===== src/rtl/gshare_bp_if.sv =====
// Fetch/retire bundle between the IF/ROB side and the gshare predictor.
interface gshare_bp_if #(
  parameter int unsigned WIDTH     = 2,
  parameter int unsigned HIST_BITS = 6,
  parameter int unsigned STAT_BITS = 32
) ();
  logic [WIDTH-1:0]           if_valid_cond;
  logic [64*WIDTH-1:0]        if_NPC;
  logic                       if_stall;
  logic                       recover_cond;
  logic [WIDTH-1:0]           rob_retire_cond;
  logic [64*WIDTH-1:0]        rob_retire_NPC;
  logic [HIST_BITS*WIDTH-1:0] rob_retire_BHR;
  logic [WIDTH-1:0]           rob_actual_taken;
  logic [WIDTH-1:0]           if_branch_taken;
  logic [HIST_BITS*WIDTH-1:0] id_bhr;
  logic [STAT_BITS-1:0]       stat_branches;
  logic [STAT_BITS-1:0]       stat_recovers;

  modport master (
    output if_valid_cond, if_NPC, if_stall, recover_cond,
    output rob_retire_cond, rob_retire_NPC, rob_retire_BHR, rob_actual_taken,
    input  if_branch_taken, id_bhr, stat_branches, stat_recovers
  );

  modport slave (
    input  if_valid_cond, if_NPC, if_stall, recover_cond,
    input  rob_retire_cond, rob_retire_NPC, rob_retire_BHR, rob_actual_taken,
    output if_branch_taken, id_bhr, stat_branches, stat_recovers
  );
endinterface


===== src/rtl/gshare_bp.sv =====
// Multi-slot gshare predictor: speculative fetch-time history, architectural history
// rebuilt from retired outcomes, saturating counter table and saturating stats.
module gshare_bp #(
  parameter int unsigned WIDTH     = 2,
  parameter int unsigned HIST_BITS = 6,
  parameter int unsigned IDX_BITS  = 6,
  parameter int unsigned CTR_BITS  = 2,
  parameter int unsigned STAT_BITS = 32
) (
  input logic        clock,
  input logic        reset,
  gshare_bp_if.slave bp
);

  localparam int unsigned Depth   = 2 ** IDX_BITS;
  localparam int unsigned MinBits = (HIST_BITS < IDX_BITS) ? HIST_BITS : IDX_BITS;
  localparam logic [CTR_BITS-1:0]  Wnt    = CTR_BITS'((1 << (CTR_BITS - 1)) - 1);
  localparam logic [CTR_BITS-1:0]  CtrOne = CTR_BITS'(1);
  localparam logic [STAT_BITS:0]   CntOne = (STAT_BITS + 1)'(1);
  localparam logic [STAT_BITS-1:0] StatOne = STAT_BITS'(1);

  // History is zero-extended or truncated to the index width before the XOR.
  function automatic logic [IDX_BITS-1:0] f_idx(input logic [63:0]          pc,
                                                input logic [HIST_BITS-1:0] h);
    logic [IDX_BITS-1:0] hx;
    hx = '0;
    hx[MinBits-1:0] = h[MinBits-1:0];
    return pc[IDX_BITS+1:2] ^ hx;
  endfunction

  logic [CTR_BITS-1:0]        r_ctr [Depth];
  logic [HIST_BITS-1:0]       r_spec_hist;
  logic [HIST_BITS-1:0]       r_arch_hist;
  logic [STAT_BITS-1:0]       r_stat_branches;
  logic [STAT_BITS-1:0]       r_stat_recovers;

  logic [CTR_BITS-1:0]        w_ctr_d [Depth];
  logic [HIST_BITS-1:0]       w_arch_d;
  logic [HIST_BITS-1:0]       w_spec_d;
  logic [HIST_BITS-1:0]       w_walk_hist;
  logic [WIDTH-1:0]           w_pred;
  logic [HIST_BITS*WIDTH-1:0] w_id_bhr;
  logic [STAT_BITS-1:0]       w_stat_branches_d;
  logic [STAT_BITS-1:0]       w_stat_recovers_d;

  // Fetch walk: slots after the first predicted-taken one are dead.
  always_comb begin
    logic [HIST_BITS-1:0] h;
    logic                 dead;
    logic                 t;
    h        = r_spec_hist;
    dead     = 1'b0;
    t        = 1'b0;
    w_pred   = '0;
    w_id_bhr = '0;
    for (int unsigned k = 0; k < WIDTH; k++) begin
      w_id_bhr[k*HIST_BITS +: HIST_BITS] = h;
      if (bp.if_valid_cond[k] && !dead) begin
        t         = r_ctr[f_idx(bp.if_NPC[k*64 +: 64], h)][CTR_BITS-1];
        w_pred[k] = t;
        h         = {h[HIST_BITS-2:0], t};
        dead      = t;
      end
    end
    w_walk_hist = h;
  end

  // Retire updates compose in slot order so repeated hits on one entry accumulate.
  always_comb begin
    logic [IDX_BITS-1:0]  idx;
    logic [CTR_BITS-1:0]  c;
    logic [HIST_BITS-1:0] a;
    logic [STAT_BITS:0]   n;
    logic [STAT_BITS:0]   sum;
    w_ctr_d = r_ctr;
    a       = r_arch_hist;
    n       = '0;
    idx     = '0;
    c       = '0;
    for (int unsigned k = 0; k < WIDTH; k++) begin
      if (bp.rob_retire_cond[k]) begin
        idx = f_idx(bp.rob_retire_NPC[k*64 +: 64], bp.rob_retire_BHR[k*HIST_BITS +: HIST_BITS]);
        c   = w_ctr_d[idx];
        if (bp.rob_actual_taken[k]) begin
          if (c != '1) c = c + CtrOne;
        end else begin
          if (c != '0) c = c - CtrOne;
        end
        w_ctr_d[idx] = c;
        a = {a[HIST_BITS-2:0], bp.rob_actual_taken[k]};
        n = n + CntOne;
      end
    end
    w_arch_d = a;

    sum = {1'b0, r_stat_branches} + n;
    w_stat_branches_d = sum[STAT_BITS] ? '1 : sum[STAT_BITS-1:0];
    w_stat_recovers_d = r_stat_recovers;
    if (bp.recover_cond && (r_stat_recovers != '1)) begin
      w_stat_recovers_d = r_stat_recovers + StatOne;
    end

    if (bp.recover_cond) begin
      w_spec_d = w_arch_d;
    end else if (bp.if_stall) begin
      w_spec_d = r_spec_hist;
    end else begin
      w_spec_d = w_walk_hist;
    end
  end

  always_ff @(posedge clock or negedge reset) begin
    if (!reset) begin
      for (int i = 0; i < Depth; i++) begin
        r_ctr[i] <= Wnt;
      end
      r_spec_hist     <= '0;
      r_arch_hist     <= '0;
      r_stat_branches <= '0;
      r_stat_recovers <= '0;
    end else begin
      r_ctr           <= w_ctr_d;
      r_spec_hist     <= w_spec_d;
      r_arch_hist     <= w_arch_d;
      r_stat_branches <= w_stat_branches_d;
      r_stat_recovers <= w_stat_recovers_d;
    end
  end

  assign bp.if_branch_taken = bp.recover_cond ? '0 : w_pred;
  assign bp.id_bhr          = w_id_bhr;
  assign bp.stat_branches   = r_stat_branches;
  assign bp.stat_recovers   = r_stat_recovers;

endmodule


===== src/flat_wrapper.sv =====
// flat-port wrapper written by rule: the top's interface ports become plain ports
module gshare_bp_flat 
#(
  parameter int unsigned WIDTH     = 2,
  parameter int unsigned HIST_BITS = 6,
  parameter int unsigned IDX_BITS  = 6,
  parameter int unsigned CTR_BITS  = 2,
  parameter int unsigned STAT_BITS = 32
)
  (clock, reset, bp_if_valid_cond, bp_if_NPC, bp_if_stall, bp_recover_cond, bp_rob_retire_cond, bp_rob_retire_NPC, bp_rob_retire_BHR, bp_rob_actual_taken, bp_if_branch_taken, bp_id_bhr, bp_stat_branches, bp_stat_recovers);
  gshare_bp_if #(.WIDTH(WIDTH), .HIST_BITS(HIST_BITS), .STAT_BITS(STAT_BITS)) bp_i ();
  input logic clock;
  input logic reset;
  input wire logic [$bits(bp_i.if_valid_cond)-1:0] bp_if_valid_cond;
  input wire logic [$bits(bp_i.if_NPC)-1:0] bp_if_NPC;
  input wire logic [$bits(bp_i.if_stall)-1:0] bp_if_stall;
  input wire logic [$bits(bp_i.recover_cond)-1:0] bp_recover_cond;
  input wire logic [$bits(bp_i.rob_retire_cond)-1:0] bp_rob_retire_cond;
  input wire logic [$bits(bp_i.rob_retire_NPC)-1:0] bp_rob_retire_NPC;
  input wire logic [$bits(bp_i.rob_retire_BHR)-1:0] bp_rob_retire_BHR;
  input wire logic [$bits(bp_i.rob_actual_taken)-1:0] bp_rob_actual_taken;
  output wire logic [$bits(bp_i.if_branch_taken)-1:0] bp_if_branch_taken;
  output wire logic [$bits(bp_i.id_bhr)-1:0] bp_id_bhr;
  output wire logic [$bits(bp_i.stat_branches)-1:0] bp_stat_branches;
  output wire logic [$bits(bp_i.stat_recovers)-1:0] bp_stat_recovers;
  assign bp_i.if_valid_cond = bp_if_valid_cond;
  assign bp_i.if_NPC = bp_if_NPC;
  assign bp_i.if_stall = bp_if_stall;
  assign bp_i.recover_cond = bp_recover_cond;
  assign bp_i.rob_retire_cond = bp_rob_retire_cond;
  assign bp_i.rob_retire_NPC = bp_rob_retire_NPC;
  assign bp_i.rob_retire_BHR = bp_rob_retire_BHR;
  assign bp_i.rob_actual_taken = bp_rob_actual_taken;
  assign bp_if_branch_taken = bp_i.if_branch_taken;
  assign bp_id_bhr = bp_i.id_bhr;
  assign bp_stat_branches = bp_i.stat_branches;
  assign bp_stat_recovers = bp_i.stat_recovers;
  gshare_bp #(.WIDTH(WIDTH), .HIST_BITS(HIST_BITS), .IDX_BITS(IDX_BITS), .CTR_BITS(CTR_BITS), .STAT_BITS(STAT_BITS)) u_core (.clock(clock), .reset(reset), .bp(bp_i));
endmodule

===== config.mk =====
export PLATFORM = sky130hd
export DESIGN_NAME = gshare_bp_flat
export DESIGN_NICKNAME = d
export VERILOG_FILES = /design/src/rtl/gshare_bp_if.sv /design/src/rtl/gshare_bp.sv /design/src/flat_wrapper.sv
export SDC_FILE = /design/constraint.sdc
export NUM_CORES = 1
export LEC_CHECK = 0
export ABC_CLOCK_PERIOD_IN_PS = 5100
export BUFFER_PORTS_ARGS = -buffer_cell sky130_fd_sc_hd__buf_2
export CORE_MARGIN = 3
export CORE_UTILIZATION = 43
export CTS_CLUSTER_DIAMETER = 60
export CTS_CLUSTER_SIZE = 10
export DETAILED_ROUTE_END_ITERATION = 7
export PLACE_DENSITY = 0.7
export SETUP_SLACK_MARGIN = 0.05
export SYNTH_ARGS = -nofsm -noshare
export SYNTH_HDL_FRONTEND = slang
export SYNTH_SLANG_ARGS = --single-unit

===== constraint.sdc =====
create_clock -name clock -period 5.1 [get_ports clock]
set_input_delay 0.765 -clock clock [delete_from_list [all_inputs] [get_ports clock]]
set_output_delay 0.765 -clock clock [all_outputs]
set_load 0.01 [all_outputs]

; ---- Yosys cells after proc, flatten, opt, wreduce, memory -nomap -nowiden
; Index checks and enable logic that the tools add are counted.
[classes]
magnitude_cmp = 6
muxes = 40
add_sub_neg = 7
n_eq_ne = 4
reduce_logical = 7
bitwise = 8
[ops]
columns = op, n
row1 = $bwmux 128, 2
row2 = $mux 128, 2
row3 = $bmux 2 s6, 4
row4 = $mux 2, 19
row5 = $mux 6, 6
row6 = $add 32x33->33, 1
row7 = $mux 33, 1
row8 = $add 32x1->32 const B, 1
row9 = $mux 32, 1
row10 = $ne 32x32->1 const B, 1
row11 = $ge 7x7->1 const B, 4
row12 = $not 6->7, 4
row13 = $demux 2 s6, 2
row14 = $xor 6x6->6, 4
row15 = $lt 7x1->1 const B, 2
row16 = $add 2x1->2 const B, 2
row17 = $logic_and 1x1->1, 4
row18 = $ne 2x2->1 const B, 2
row19 = $reduce_bool 2->1, 2
row20 = $sub 2x1->2 const B, 2
row21 = $mux 1, 3
row22 = $add 1x1->2 const B, 1
row23 = $ne 2x1->1 const B, 1
row24 = $logic_not 1->1, 1
[totals]
wordCells = 140
regBits = 204
inputBits = 278

; ---- Longest topological paths before layout
[logic_depth]
depth_word = 20
depth_mapped = 21

; ---- Worst setup path after synthesis
; OpenSTA, ideal clock, no wires.
[synth_timing]
path_type = input to register
start = input port bp_rob_retire_BHR[1]
end = register u_core.r_ctr[101] (netlist bit)
t_required_ps = 4971
stages = 17
arrival_ps = 5132
slack_ps = -161
path_cell_list = xor2_1 buf_6 mux4_2 nor2_1 nor2_1 or4_4 or4_4 maj3_2 buf_6 buf_6 mux2_2 a2bb2o_2 o31ai_4 nand4_4 buf_6 a2111oi_2 nor2_1
[synth_rtl]
columns = item, line_no
row1 = start: declaration, flat_wrapper.sv:20  ; input wire logic [$bits(bp_i.rob_retire_BHR)-1:0] bp_rob_retire_BHR;
row2 = end signal: indexed assignment, gshare_bp.sv:115  ; r_ctr[i] <= Wnt;
row3 = end signal: assignment, gshare_bp.sv:122  ; r_ctr <= w_ctr_d;
row4 = end: declaration, gshare_bp.sv:31  ; logic [CTR_BITS-1:0] r_ctr [Depth];

==> run metrics <==
sequential area share after synthesis=roughly 31%; Worst-Skew Late Latency=~0.57 ns; CTS tree=built; DP Area=roughly 20000 µm²; VDD IR max=approximately 280 µV; power share of the clock group=17.5%; max-cap viol count=0; Clock Path Buffers=3; wire length per cell=~26 µm; Critical-path top delay cell=mux4_2; fraction of layout cells with a size suffix above 1=32.62%; GR Util All Layers=33.98%; area of the core=37930 µm²; synth top area cells=dfrtp_1 (21%), dfstp_2 (10%), mux4_2 (7.0%); Cell variety after synth=approximately 70; Hold Path Class=input pin to async pin; WL final=75.01 mm; sequential power share=approximately 27%; Setup Skew=~0.010 ns; Post-synth EDFFs=0; asr flop ratio synth=100.0%; leakage=between 9 and 10 nW; crit-path leading delay family=simple AND/OR/NAND/NOR gates; clock-pin slew on the worst setup and hold paths=roughly 0.06 ns; share of the synthesized area in the top cell type=21.03%; CP bufs+invs=7; Worst setup EP type=flop; Post-Syn Area per Cell=~8.4 µm²; startpoint types=input pin; #FFs+latches synth=between 200 and 250; most frequent cells in the layout=nand2_1 (300), buf_4 (283), nor2_1 (276); Top FF cell, synth=dfrtp_1; part of the power in combinational logic=between 50% and 60%; synthesized cell area=between 15000 and 20000 µm²; Net count, final=between 2k and 3k; largest net degree at the start of global routing=about 130; number of global-route vias before repair=approximately 18k; root buffer cell=clkbuf_16; Starting Density=between 40% and 50%; Post-DRT Antenna Nets=0; worst stage delay on the critical path=0.56 ns; DR iter-0 viols=between 2k and 3k; status=finished with violations; Max FO, Critical Path=12; Syn. warnings=0; final non-filler cell area=~23000 µm²; H-Tree Depth=1; Max Slew Vio Count=0; Setup crit start=bp_rob_retire_NPC[3]; Syn Nets=between 2k and 2.5k; Final min period=between 5 and 6 ns; cells after synthesis=a little under 2k; vias per inst=roughly 6.6; std cell rows=a little over 70; area of the die=41140 µm²; Max Fclk=between 0.15 and 0.2 GHz; die width=~200 µm; Clock Sinks=around 200; total power=approximately 11 mW; RSZ-0062 raised after global routing=yes; worst setup margin=-0.05868 ns; first-pass GRT wire length=108.5 mm; crit path cell chain=buf_8, xor2_4, buf_6, buf_12, mux4_2, nand2_2, a21oi_2, or4_4, or4_4, maj3_4, clkbuf_16, clkbuf_16, o21ai_1, o221ai_2, o31ai_2, nand4_4, buf_12, buf_6, a2111oi_2, nor2_1; Slew HR=24.98%; initial antenna violation count=0; TritonCTS buffer count=28; Crit Path Class=input pin to flop; Placer Congestion=1.063; final setup fails=28; commonest non-fill, non-tap cell in the layout=nand2_1; Sw Share=43.81%; final period utilization=101.2%; Vias=18.97k; hold_buf cts=0; Switch Pwr=between 4 and 5 mW; num ports=356; Hold Fails Final Rpt=0; RR Startpoint=u_core.r_ctr[25]; area grow syn2layout=36.52%; Power Density=499.7 nW/µm²; Die H=a little over 200 µm; PortBufs=123; DP HPWL=51.83 mm; first-pass iteration count of the detailed router=7; worst-margin pin slew=1.125 ns; post-synth top area cell=dfrtp_1; DRC violations left=0; Int Power=around 6.4 mW; Worst EP required=5.54 ns; critical path data arrival time=between 5 and 6 ns; failing checks=negative setup slack; Congestion Overflow GR=0
[worst reg2reg max path: cells and delay by family, from the launching register on]
family | cells | cell delay, ns
AO/OA/AOI/OAI | 5 | 1.22
adder cells (fa/ha/maj) | 1 | 0.41
AND/OR/NAND/NOR | 5 | 1.36
buffers and inverters | 4 | 0.77
multiplexers | 1 | 0.54
flip-flops | 1 | 0.47
[cell usage after synthesis, drive strengths merged, types with 5 or more instances]
library cell,n
nand2,302
nor2,276
dfrtp,140
nand3,96
clkbuf,95
inv,85
a2111oi,67
a31oi,66
dfstp,64
o211ai,63
mux2i,61
o2111ai,61
o31ai,58
xnor2,55
mux4,52
a21oi,51
buf,47
nor3,41
o21ai,41
xor2,37
o22ai,34
nand4,27
a211oi,24
a221oi,20
and3,20
mux2,13
or3,13
and4,8
nor2b,7
o21a,7
nand2b,5
o221ai,5
o2bb2ai,5
[per-layer routing]
| layer | track usage, % | wire length (µm) | vias up |
|---|---|---|---|
| met3 | 6.926 | 9105 | 299 |
| met1 | 46.14 | 28770 | 9116 |
| met4 | 15.29 | 4656 | 0 |
| met5 | 0 | 0 | - |
| li1 | - | - | 8177 |
| met2 | 52.54 | 32480 | 1381 |
[power groups by stage]
| stage | sequential, mW | clock, mW | combinational, mW |
|---|---|---|---|
| 2_1_floorplan | 2.78 | 0 | 3.03 |
| 3_3_place_gp | 3.01 | 0 | 5.24 |
| 3_5_place_dp | 3.03 | 0 | 5.36 |
| 4_1_cts | 3.02 | 2.00 | 5.44 |
| 5_1_grt | 3.12 | 2.08 | 6.58 |
| 6_report | 3.11 | 1.99 | 6.26 |
[through the flow]
| stage | instances | utilization, % | hold slack, ns | setup slack [ns] | TNS [ns] |
|---|---|---|---|---|---|
| 3_3_place_gp | 2797 | 53.40 | 0.4681 | -0.8086 | -88.99 |
| 5_1_grt | 2878 | 59.95 | 0.4260 | -0.1054 | -3.655 |
| 6_report | 2879 | 59.96 | 0.3495 | -0.05868 | -0.6236 |
| 4_1_cts | 2855 | 56.22 | 0.4007 | 0.05229 | 0 |
| 2_1_floorplan | 1984 | - | 0.4694 | 0.06134 | 0 |
| 3_5_place_dp | 2797 | 53.40 | 0.4757 | -0.8760 | -95.50 |
[final timing paths]
path	to	slack, ns	cells after the start
setup / recovery	u_core.r_ctr[31]	-0.06	20
hold / removal	u_core.r_ctr[91]	0.35	1
setup reg to reg	u_core.r_ctr[31]	0.22	16
hold reg to reg	u_core.bp.stat_recovers[8]	0.48	1
max in group asynchronous	u_core.r_ctr[12]	3.70	2
min in group clock	u_core.bp.stat_recovers[8]	0.48	1
[kinds of logic after synthesis]
logic type / count (synthesis) / share of synthesized area [%]
buf+inv: 227 / 5.858
fa+ha+maj: 7 / 0.5483
simple gates: 806 / 20.86
flops: 204 / 31.12
mux: 126 / 11.57
xor+xnor: 92 / 4.837
compound gates: 522 / 25.20
[cell type report]
class | count | area [µm²]
Antenna cell | 1 | 2.502
Clock buffer | 45 | 825.8
Clock inverter | 7 | 97.59
Fill cell | 3251 | 15190
Inverter | 85 | 319.1
Multi-Input combinational cell | 1553 | 11610
Sequential cell | 204 | 5185
Tap cell | 511 | 639.4
Timing Repair Buffer | 473 | 4065
[timing repair]
| item | CTS | global route |
|---|---|---|
| pin swaps | 5 | 88 |
| buffers inserted | 6 | 14 |
| resized for setup | 20 | 149 |
| endpoints found under the setup margin | 129 | 122 |
| gates cloned | 0 | 9 |
[state kept, by name, summed over array words and instances (netlist names)]
signal and count:
u_core.bp.stat_branches 32, u_core.bp.stat_recovers 32, u_core.r_arch_hist 6, u_core.r_ctr 128, u_core.r_spec_hist 6
No activity file was read; power rests on OpenSTA's default activity.
